[config.mk]
export PLATFORM = sky130hd
export DESIGN_NAME = memory
export DESIGN_NICKNAME = d
export VERILOG_FILES = /design/src/rtl/memory_pkg.sv /design/src/rtl/memory_memalign.sv /design/src/rtl/memory.sv
export SDC_FILE = /design/constraint.sdc
export NUM_CORES = 1
export LEC_CHECK = 0
export BUFFER_PORTS_ARGS = -buffer_cell sky130_fd_sc_hd__clkbuf_2
export CAP_MARGIN = 20
export CORE_AREA = 2 2 217 219
export DETAILED_ROUTE_END_ITERATION = 10
export DIE_AREA = 0 0 219 221
export HOLD_SLACK_MARGIN = 0.02
export MAX_ROUTING_LAYER = met4
export PLACE_DENSITY = 0.53
export SLEW_MARGIN = 5
export SYNTH_ARGS = -nofsm -noshare
export SYNTH_HDL_FRONTEND = slang
export SYNTH_SLANG_ARGS = --single-unit
export TNS_END_PERCENT = 20
[constraint.sdc]
create_clock -name clk -period 4.5 [get_ports clk]
set_input_delay 0.225 -clock clk [delete_from_list [all_inputs] [get_ports clk]]
set_output_delay 0.225 -clock clk [all_outputs]
set_load 0.05 [all_outputs]
[src/rtl/memory_pkg.sv]
// Shared types for the memory stage: data-bus request/response, control
// bits carried down the pipe, and the E/M and M/W pipeline payloads.
// Helpers compute the byte-lane mask and alignment check for an access size.
package memory_pkg;

  localparam int XLEN = 64;
  localparam int REGW = 5;

  // Access size encoding, log2 of the byte count.
  typedef enum logic [1:0] {
    MSIZE1 = 2'd0,
    MSIZE2 = 2'd1,
    MSIZE4 = 2'd2,
    MSIZE8 = 2'd3
  } msize_t;

  typedef struct packed {
    logic            valid;
    logic [XLEN-1:0] addr;
    msize_t          size;
    logic [7:0]      strobe;
    logic [63:0]     data;
  } dbus_req_t;

  typedef struct packed {
    logic        data_ok;
    logic [63:0] data;
  } dbus_resp_t;

  typedef struct packed {
    logic   regWrite;
    logic   memRead;
    logic   memWrite;
    msize_t msize;
    logic   memUnsigned;
  } ctl_t;

  typedef struct packed {
    logic            valid;
    logic [XLEN-1:0] pc;
    ctl_t            ctl;
    logic [REGW-1:0] dst;
    logic [XLEN-1:0] alu_out;
    logic [XLEN-1:0] srcb;
  } execute_data_t;

  typedef struct packed {
    logic            valid;
    logic [XLEN-1:0] pc;
    ctl_t            ctl;
    logic [REGW-1:0] dst;
    logic [XLEN-1:0] result;
  } memory_data_t;

  // Byte lanes touched by an access of the given size starting at lane 0.
  function automatic logic [7:0] size_mask(input msize_t s);
    logic [7:0] m;
    case (s)
      MSIZE1:  m = 8'h01;
      MSIZE2:  m = 8'h03;
      MSIZE4:  m = 8'h0F;
      default: m = 8'hFF;
    endcase
    return m;
  endfunction

  // True when the low address bits are not a multiple of the access size.
  function automatic logic is_misaligned(input logic [2:0] a, input msize_t s);
    logic r;
    case (s)
      MSIZE1:  r = 1'b0;
      MSIZE2:  r = a[0];
      MSIZE4:  r = |a[1:0];
      default: r = |a;
    endcase
    return r;
  endfunction

endpackage

[src/rtl/memory_memalign.sv]
// memalign: combinational lane steering between the pipeline and the 64-bit bus.
// Ports: addr_i/size_i/unsigned_i describe the access; wdata_i -> strobe_o/wdata_o
// for stores; rdata_i (raw bus word) -> rdata_o (extracted, extended load value).
module memalign
  import memory_pkg::*;
(
  input  logic [2:0]  addr_i,
  input  msize_t      size_i,
  input  logic        unsigned_i,
  input  logic [63:0] wdata_i,
  input  logic [63:0] rdata_i,
  output logic [7:0]  strobe_o,
  output logic [63:0] wdata_o,
  output logic [63:0] rdata_o
);

  logic [5:0]  bit_ofs;
  logic [63:0] rshift;

  assign bit_ofs  = {addr_i, 3'b000};

  // Store side: move the low-order bytes up to the addressed lanes.
  assign strobe_o = size_mask(size_i) << addr_i;
  assign wdata_o  = wdata_i << bit_ofs;

  // Load side: bring the addressed lanes down to bit 0, then extend.
  assign rshift   = rdata_i >> bit_ofs;

  always_comb begin
    rdata_o = rshift;
    case (size_i)
      MSIZE1: rdata_o = unsigned_i ? {56'h0, rshift[7:0]}
                                   : {{56{rshift[7]}}, rshift[7:0]};
      MSIZE2: rdata_o = unsigned_i ? {48'h0, rshift[15:0]}
                                   : {{48{rshift[15]}}, rshift[15:0]};
      MSIZE4: rdata_o = unsigned_i ? {32'h0, rshift[31:0]}
                                   : {{32{rshift[31]}}, rshift[31:0]};
      default: rdata_o = rshift;
    endcase
  end

endmodule

[src/rtl/memory.sv]
// memory: pipeline memory stage; issues loads/stores on the data bus and
// produces the writeback payload. Ports: clk/reset, dataE (from E/M), stall_in,
// dreq/dresp (data bus), dataM (to writeback), stallM (waiting on bus), misalign.
module memory
  import memory_pkg::*;
(
  input  logic          clk,
  input  logic          reset,
  input  execute_data_t dataE,
  input  logic          stall_in,
  output dbus_req_t     dreq,
  input  dbus_resp_t    dresp,
  output memory_data_t  dataM,
  output logic          stallM,
  output logic          misalign
);

  // IDLE issues, WAIT has a request outstanding, DONE holds a captured
  // response until the rest of the pipeline lets this instruction go.
  typedef enum logic [1:0] {
    S_IDLE = 2'd0,
    S_WAIT = 2'd1,
    S_DONE = 2'd2
  } state_t;

  state_t      state_q;
  logic [63:0] rdata_q;

  logic        mem_rw;
  logic        memop;
  logic [7:0]  st_strobe;
  logic [63:0] st_data;
  logic [63:0] ld_data;

  assign mem_rw   = dataE.ctl.memRead | dataE.ctl.memWrite;
  assign misalign = dataE.valid & mem_rw &
                    is_misaligned(dataE.alu_out[2:0], dataE.ctl.msize);
  assign memop    = dataE.valid & mem_rw & ~misalign;

  memalign u_align (
    .addr_i     (dataE.alu_out[2:0]),
    .size_i     (dataE.ctl.msize),
    .unsigned_i (dataE.ctl.memUnsigned),
    .wdata_i    (dataE.srcb),
    .rdata_i    (dresp.data),
    .strobe_o   (st_strobe),
    .wdata_o    (st_data),
    .rdata_o    (ld_data)
  );

  // Sequencing of the bus transaction. The captured value is the already
  // extended load result, so DONE needs nothing from the bus.
  // A data_ok seen in IDLE without a live memop is a slave error and is ignored.
  always_ff @(posedge clk or posedge reset) begin
    if (reset) begin
      state_q <= S_IDLE;
      rdata_q <= '0;
    end else begin
      case (state_q)
        S_IDLE: begin
          if (memop) begin
            if (dresp.data_ok) begin
              rdata_q <= ld_data;
              if (stall_in) state_q <= S_DONE;
            end else begin
              state_q <= S_WAIT;
            end
          end
        end
        S_WAIT: begin
          if (dresp.data_ok) begin
            rdata_q <= ld_data;
            state_q <= stall_in ? S_DONE : S_IDLE;
          end
        end
        S_DONE: begin
          if (!stall_in) state_q <= S_IDLE;
        end
        default: state_q <= S_IDLE;
      endcase
    end
  end

  // The request is combinational from dataE so it goes out in the same cycle
  // the instruction arrives. Reset gates valid so an in-flight request is
  // withdrawn at once rather than at the next edge.
  always_comb begin
    dreq.valid  = ~reset & (((state_q == S_IDLE) & memop) | (state_q == S_WAIT));
    dreq.addr   = dataE.alu_out;
    dreq.size   = dataE.ctl.msize;
    dreq.strobe = dataE.ctl.memWrite ? st_strobe : 8'h00;
    dreq.data   = st_data;
  end

  // A response arriving this cycle releases the stall in the same cycle.
  assign stallM = ~reset & memop & (state_q != S_DONE) & ~dresp.data_ok;

  always_comb begin
    dataM.valid = dataE.valid & ~stallM;
    dataM.pc    = dataE.pc;
    dataM.ctl   = dataE.ctl;
    dataM.dst   = dataE.dst;
    if (memop & dataE.ctl.memRead)
      dataM.result = (state_q == S_DONE) ? rdata_q : ld_data;
    else
      dataM.result = dataE.alu_out;
  end

endmodule
==> impl_metrics.yaml, run 1 <==
status:
  status: "completed"
routing:
  detail_route.vias_per_cell: 4.76
  wl_met2_um: 24400
  drc: 0
  wl_met1_um: 16700
  drtIter0Drc: 691
  routed.top_layer: "met4"
  ant_nets: 0
  met3_length_um: 2530
  drt-total-wl_um: 45400
  vias: 9482
  first_pass_iters: 7
  routedWlPerCell_um: 22.8
yosys:
  synth_nets: 1440
  synthArstFlopShare: 1.00
  synth_edf_count: 0
  syn_area_per_cell_um2: 7.31
  yosysWarnings: 0
  synth_flop_cell: "dfrtp_1"
  synthCells: 1168
  ys_ff_latch: 66
  synth_cell_types: 46
  synth_seq_area_share: 0.194
  syn_area_mm2: 0.00853
power:
  total_power_mw: 3.46
  p_sw_frac: 0.449
  p_comb_frac: 0.493
  seqPwrFrac: 0.260
  p_leak_nw: 4.84
  p_sw_mw: 1.55
  p_per_area_mw_per_mm2: 315
  ir_drop_uv: 155
  clkPwrFrac: 0.247
  p_int_mw: 1.91
floorplan:
  rows: 79
  start_util: 0.185
  core_mm2: 0.0461
  die_w_um: 219
  die_area_mm2: 0.0484
  die_y_um: 221
  io-pin-count: 553
cells_and_area:
  fin_nets: 1648
  drive_above_1_share: 0.396
  syn_to_final_growth_pct: 28.7
  fin_cells: 1993
  n_fill_cell: 5223
  seqCellArea_mm2: 0.00165
  multi_input_area_mm2: 0.00530
  final_core_util: 0.238
grt:
  grt_max_degree: 88
  grtUsageTotal: 0.186
  antenna_found_initial: 6
  grt.overflow.total: 0
  grt_pass1_vias: 9204
  grt_pass1_wl_um: 63500
timing:
  hold_viol: 0
  setup_tns_ps: 0
  finClkSkew_ps: 12.9
  fmax_mhz: 297
  drv_slew: 0
  slew_headroom: 0.278
  setup-violations-final: 0
  tightest_slew_ps: 1080
  period_share: 0.748
  rsz0062_at_grt: "false"
  hold_ws_ps: 62.7
  fin_crit_ps: 3370
clocking:
  clk_latency_ps: 350
  cts_made_buffers: 9
  clockBufferDepth: 2
  cts_sinks: 66
  clk_pin_slew_worst_paths_ps: 70
  htree_levels: 3
  post_cts_buffers: 0
  root_buffer: "clkbuf_16"
  cts_tree: "done"
placement:
  port-buffer-count: 412
  dp_hpwl_um: 37300
  placed_cells: 1970
  gp_congestion: 0.951
setup_path:
  endpoint_kind: "output port"
  cp.arrival_ps: 3140
  required_ps: 4280
  crit_path_start_kind: "primary input"
  worst-path-max-fanout: 87
  path_class: "in2out"
run:
  cap_violations: 0
hold_path:
  min_path_type: "in2reg"
[synth_stat cells (6+ instances only)]
master,n,area (µm²)
dfrtp_1,66,1650
o21ai_0,44,220
inv_1,14,52.6
nand2_1,72,270
nor2b_1,27,169
o31ai_1,6,45.0
mux2i_1,54,541
buf_4,153,1150
mux2_2,59,664
nor2_1,225,845
o22ai_1,18,113
a211oi_2,11,138
o32ai_1,8,70.1
mux4_2,7,158
clkbuf_1,45,169
a21oi_1,49,245
a22oi_1,8,60.1
nand2b_1,13,81.3
nor3_1,73,365
o211ai_1,16,120
buf_2,34,170
a211oi_1,55,413
and2_1,16,100
a31oi_1,52,325
[cells in the final DEF, fill, tap and decap left out, types with 9 or more instances in the layout]
cell	n
a211oi_1	55
a211oi_2	10
a21oi_1	49
a31oi_1	52
and2_1	16
buf_12	39
buf_4	26
clkbuf_16	9
clkbuf_2	371
dfrtp_1	66
inv_1	11
mux2_2	59
mux2i_1	54
nand2_1	71
nand2b_1	13
nor2_1	225
nor2b_1	27
nor3_1	73
o211ai_1	16
o21ai_0	44
o22ai_1	18
[kinds of logic after synthesis]
group           after synthesis  share of synthesized area
compound gates              279                      0.218
flops                        66                      0.194
mux                         123                      0.164
buf+inv                     255                      0.189
simple gates                445                      0.236
[final cells by class]
cell class                 instances  area share
clock buffer                       9      0.0205
timing repair buffer             438       0.260
sequential                        66       0.150
antenna                            5     0.00114
inverter                          14     0.00479
multi-input combinational        847       0.483
clock inverter                     7      0.0114
tap                              607      0.0692
[sequential cells by signal (all words and copies together), names as in the netlist]
signal   flops
rdata_q     64
state_q      2
[worst paths after layout]
path / endpoint / depth (start not counted) / startpoint / slack, ps
setup / recovery: dataM[26] / 7 / dataE[64] / 1130
setup reg to reg: rdata_q[21] / 5 / state_q[1] / 2490
hold / removal: state_q[0] / 2 / dresp[64] / 60
min in group asynchronous: state_q[0] / 3 / reset / 440
max in group asynchronous: rdata_q[42] / 4 / reset / 2990
hold reg to reg: rdata_q[5] / 1 / rdata_q[5] / 510
[metrics by stage]
stage	instance area, µm²	setup WS (ps)
6_report	11000	1130
3_3_place_gp	10600	1170
4_1_cts	11000	1160
2_1_floorplan	8530	1020
5_1_grt	11000	967
3_5_place_dp	10600	1160
[metal layers]
metal,vias up,global-route usage
met5,-,-
met2,460,0.347
met1,4517,0.196
met3,77,0.0219
met4,0,0.0745
li1,4428,-
[power by group through the flow]
| stage | combinational, mW | clock [mW] | sequential, mW |
|---|---|---|---|
| after floorplan | 1.36 | 0 | 0.879 |
| after global placement | 1.70 | 0 | 0.898 |
| after detailed placement | 1.72 | 0 | 0.905 |
| after CTS | 1.72 | 0.868 | 0.895 |
| after global routing | 1.82 | 0.889 | 0.921 |
| final | 1.71 | 0.855 | 0.898 |
[critical path: stages]
cell and delay, ps:
buf_6 520, mux2_2 450, o22ai_1 290, nor4_4 130, nor3_2 890, a211oi_1 300, buf_12 240
[what timing repair did]
item                                   CTS  global route
resized for setup                        0             0
endpoints found under the hold margin   17             0
hold buffers                             1             0
No activity file was read; power rests on OpenSTA's default activity.
==> inputs of run 2 (changes only) <==
- ABC_AREA: default -> 1
- CORE_AREA: 2 2 217 219 -> 2 2 213 215
- DIE_AREA: 0 0 219 221 -> 0 0 215 217
- PLACE_DENSITY: 0.53 -> 0.56
- clock period: 4.5 -> 3.1 ns (I/O delays scaled with it)
==> run 2 against run 1 <==
Synthesized cell count grew 44%. Global-route usage grew 1.3 points. The flow now stops in detailed routing (5_2_route). Area after synthesis grew 8.4%.
==> impl_metrics.yaml, run 2 <==
status:
  status: "aborted with a tool error"
  lastStage: "detailed routing (5_2_route)"
  stop_error: "[ERROR DRT-0255] Maze Route cannot find path of net dataE[153] in worker of routeBox ( 193200 0 ) ( 215000 48300 )."
yosys:
  ys_ff_latch: 66
  synthTopCellsByArea: "nand2_1 29%, dfrtp_1 18%, buf_4 12%"
  synth.most_common_cell: "nand2_1"
  synth_seq_area_share: 0.179
  synth_fa_ha_area_frac: 0
  synth_edf_count: 0
  synth_compound_area_frac: 0.114
  synth_xor_area_frac: 0
  synthMuxAreaShare: 0.0260
  synth_flop_cell: "dfrtp_1"
  synthArstFlopShare: 1.00
  syn_area_mm2: 0.00925
  yosysWarnings: 0
  synth_top_area_share: 0.293
  syn_area_per_cell_um2: 5.48
  synthTopCellsByCount: "722 x nand2_1, 167 x nor2_1, 164 x nand3_1"
  synth_top_family_by_area: "simple AND/OR/NAND/NOR gates"
  synthSimpleGateAreaFrac: 0.475
  synth_cell_types: 36
  synth_area_leader_cell: "nand2_1"
  synthCells: 1687
  synth_nets: 1959
clocking:
  post_cts_buffers: 0
  cts_resized: 0
  ctsHoldBuffers: 0
  cts_sinks: 66
  cts_made_buffers: 9
  root_buffer: "clkbuf_16"
  clockBufferDepth: 2
  htree_levels: 3
grt:
  grt_max_degree: 69
  grt.overflow.total: 0
  grt_pass1_wl_um: 68100
  grt_pass1_vias: 10770
  antenna_found_initial: 12
  grtUsageTotal: 0.199
placement:
  dp_hpwl_um: 37200
  gp_congestion: 0.897
  port-buffer-count: 412
floorplan:
  start_util: 0.207
  io-pin-count: 553
  die_w_um: 215
  rows: 78
  die_y_um: 217
run 2: changes by cell type after synthesis, moves of 58 or more:
| cell | before | now |
|---|---|---|
| nand2_1 | 72 | 722 |
| nand3_1 | 2 | 164 |
| nor3_1 | 73 | 3 |
| o21ai_0 | 44 | 104 |
| mux2_2 | 59 | 0 |
| nor2_1 | 225 | 167 |
run 2: cells by family after synthesis:
| group | after synthesis |
|---|---|
| AND/OR/NAND/NOR | 1085 |
| multiplexers | 24 |
| AO/OA/AOI/OAI | 194 |
| buffers and inverters | 318 |
| flip-flops | 66 |
run 2: metrics by stage:
| stage | cells | hold slack (ps) | util | area [µm²] | setup WS (ps) |
|---|---|---|---|---|---|
| global route | 2502 | 94.1 | 0.256 | 11500 | 297 |
| CTS | 2493 | 71.9 | 0.256 | 11400 | 421 |
| detailed placement | 2477 | 310 | 0.249 | 11100 | 510 |
| global placement | 2477 | 310 | 0.249 | 11100 | 518 |
| floorplan | 1687 | 316 | - | 9260 | 617 |
run 2: per-layer routing:
layer	track usage
met5	-
met3	0.0370
met4	0.0697
met2	0.343
met1	0.231
==> inputs of run 3 (changes only) <==
- CORE_AREA: 2 2 213 215 -> default
- CORE_UTILIZATION: default -> 20
- DIE_AREA: 0 0 215 217 -> default
- HOLD_SLACK_MARGIN: 0.02 -> default
- MAX_ROUTING_LAYER: met4 -> default
- PLACE_DENSITY: 0.56 -> default
- PLACE_DENSITY_LB_ADDON: default -> 0.15
==> run 3 against run 2 <==
The flow now finishes without violations. Area after synthesis stayed put. Synthesized cell count stayed put. Global-route usage is 0.84 points lower.
==> impl_metrics.yaml, run 3 <==
clocking:
  htree_levels: 3
  root_buffer: "clkbuf_16"
  clk_pin_slew_worst_paths_ps: 60
  post_cts_buffers: 0
  cts_sinks: 66
  clk_latency_ps: 360
  ctsHoldBuffers: 1
  cts_made_buffers: 9
  clockBufferDepth: 2
  cts_resized: 0
  cts_tree: "done"
grt:
  grt_pass1_wl_um: 67500
  grt_pass1_vias: 10417
  grt_max_degree: 103
  antenna_found_initial: 11
  grtUsageTotal: 0.190
  grt.overflow.total: 0
floorplan:
  core_mm2: 0.0455
  die_area_mm2: 0.0471
  die_y_um: 217
  rows: 78
  io-pin-count: 553
  die_w_um: 217
  start_util: 0.203
yosys:
  synth_compound_area_frac: 0.114
  synth_top_family_by_area: "simple AND/OR/NAND/NOR gates"
  synth_fa_ha_area_frac: 0
  synthCells: 1687
  synthSimpleGateAreaFrac: 0.475
  ys_ff_latch: 66
  synthMuxAreaShare: 0.0260
  synth_xor_area_frac: 0
  syn_area_mm2: 0.00925
  synth_nets: 1959
  synthTopCellsByArea: "nand2_1 29%, dfrtp_1 18%, buf_4 12%"
  synth_seq_area_share: 0.179
  synth_cell_types: 36
  yosysWarnings: 0
  synthTopCellsByCount: "722 x nand2_1, 167 x nor2_1, 164 x nand3_1"
  synthArstFlopShare: 1.00
  synth_area_leader_cell: "nand2_1"
  synth_top_area_share: 0.293
  synth.most_common_cell: "nand2_1"
  syn_area_per_cell_um2: 5.48
  synth_edf_count: 0
  synth_flop_cell: "dfrtp_1"
cells_and_area:
  fin_cells: 2495
  final_core_util: 0.250
  most-common-layout-cells: "721 x nand2_1, 389 x clkbuf_2, 167 x nor2_1"
  reg_top3: "rdata_q (64), state_q (2)"
  drive_above_1_share: 0.264
  syn_to_final_growth_pct: 22.7
  regMostFlops: "rdata_q"
  n_fill_cell: 5374
  seqCellArea_mm2: 0.00165
  largest_register_ffs: 64
  final_common_cell: "nand2_1"
  multi_input_area_mm2: 0.00570
  fin_nets: 2158
setup_path:
  path_cells: "buf_4 -> inv_2 -> buf_4 -> nand2_1 -> nand2_1 -> o21ai_0 -> o21ai_0 -> nand2_1 -> a21oi_1 -> buf_12"
  path_class: "in2out"
  cp.arrival_ps: 2400
  required_ps: 2940
  slowest_stage: "o21ai_0"
  worst-path-max-fanout: 38
  slowest_delay_ps: 430
  crit_path_start_kind: "primary input"
  endpoint_kind: "output port"
  crit_top_cell: "nand2_1"
hold_path:
  min_path_type: "in2reg"
timing:
  setup_tns_ps: 0
  fmax_mhz: 391
  period_share: 0.824
  setup-violations-final: 0
  tightest_slew_ps: 802
  finClkSkew_ps: 4.38
  drv_slew: 0
  slew_headroom: 0.465
  rsz0062_at_grt: "false"
  hold_viol: 0
  fin_crit_ps: 2560
placement:
  placed_cells: 2474
  gp_congestion: 0.903
  port-buffer-count: 412
  dp_hpwl_um: 35300
routing:
  vias: 11300
  drc: 0
  drtIter0Drc: 765
  ant_nets: 0
  detail_route.vias_per_cell: 4.53
  drt-total-wl_um: 45500
  first_pass_iters: 7
  routedWlPerCell_um: 18.3
run:
  cap_violations: 0
power:
  p_leak_nw: 6.77
  p_per_area_mw_per_mm2: 508
  ir_drop_uv: 209
  total_power_mw: 5.77
status:
  status: "completed"
==> run 3: worst max-delay path: cells and delay by family <==
family | cells | cell delay (ps)
compound gates | 3 | 990
buf+inv | 4 | 910
simple gates | 3 | 320
==> run 3: final cells by class <==
class	count	area share
antenna	4	0.000882
clock buffer	10	0.0202
clock inverter	6	0.00298
inverter	58	0.0195
multi-input combinational	1303	0.502
sequential	66	0.145
tap	600	0.0661
timing repair buffer	448	0.243
==> run 3: cells by family after synthesis <==
logic type	Yosys count
and+or+nand+nor	1085
buffers and inverters	318
muxes	24
AOI/OAI and AO/OA	194
DFF	66
==> run 3: metrics by stage <==
stage / setup slack (ps) / instance area (µm²) / hold WS [ps]
after global routing: 342 / 11400 / 100
after global placement: 571 / 11100 / 181
after CTS: 539 / 11300 / 75.6
after floorplan: 617 / 9260 / 316
after detailed placement: 587 / 11100 / 179
final: 545 / 11400 / 93.9
==> run 3: report_power, final <==
| part | switching, mW | total (mW) | internal [mW] |
|---|---|---|---|
| logic | 2.38 | 3.35 | 0.971 |
| clock network | 0.451 | 0.986 | 0.536 |
| registers | 0.199 | 1.43 | 1.23 |
| total | 3.03 | 5.77 | 2.74 |
==> run 3: metal layers <==
metal,global-route usage,up-vias,part of all wire
met1,0.263,5149,0.46
met4,0.0545,12,0.020
met5,0,-,0.0017
met3,0.0425,60,0.069
met2,0.293,462,0.45
li1,-,5617,-
==> run 3: path summary, 6_finish.rpt <==
kind,startpoint,endpoint,slack (ps),cells past startpoint
hold reg to reg,rdata_q[45],rdata_q[45],480,2
setup reg to reg,state_q[0],rdata_q[6],1320,6
max in group asynchronous,reset,rdata_q[18],2060,4
setup / recovery,dataE[64],dataM[0],540,10
min in group asynchronous,reset,state_q[0],340,3
hold / removal,stall_in,state_q[1],90,3
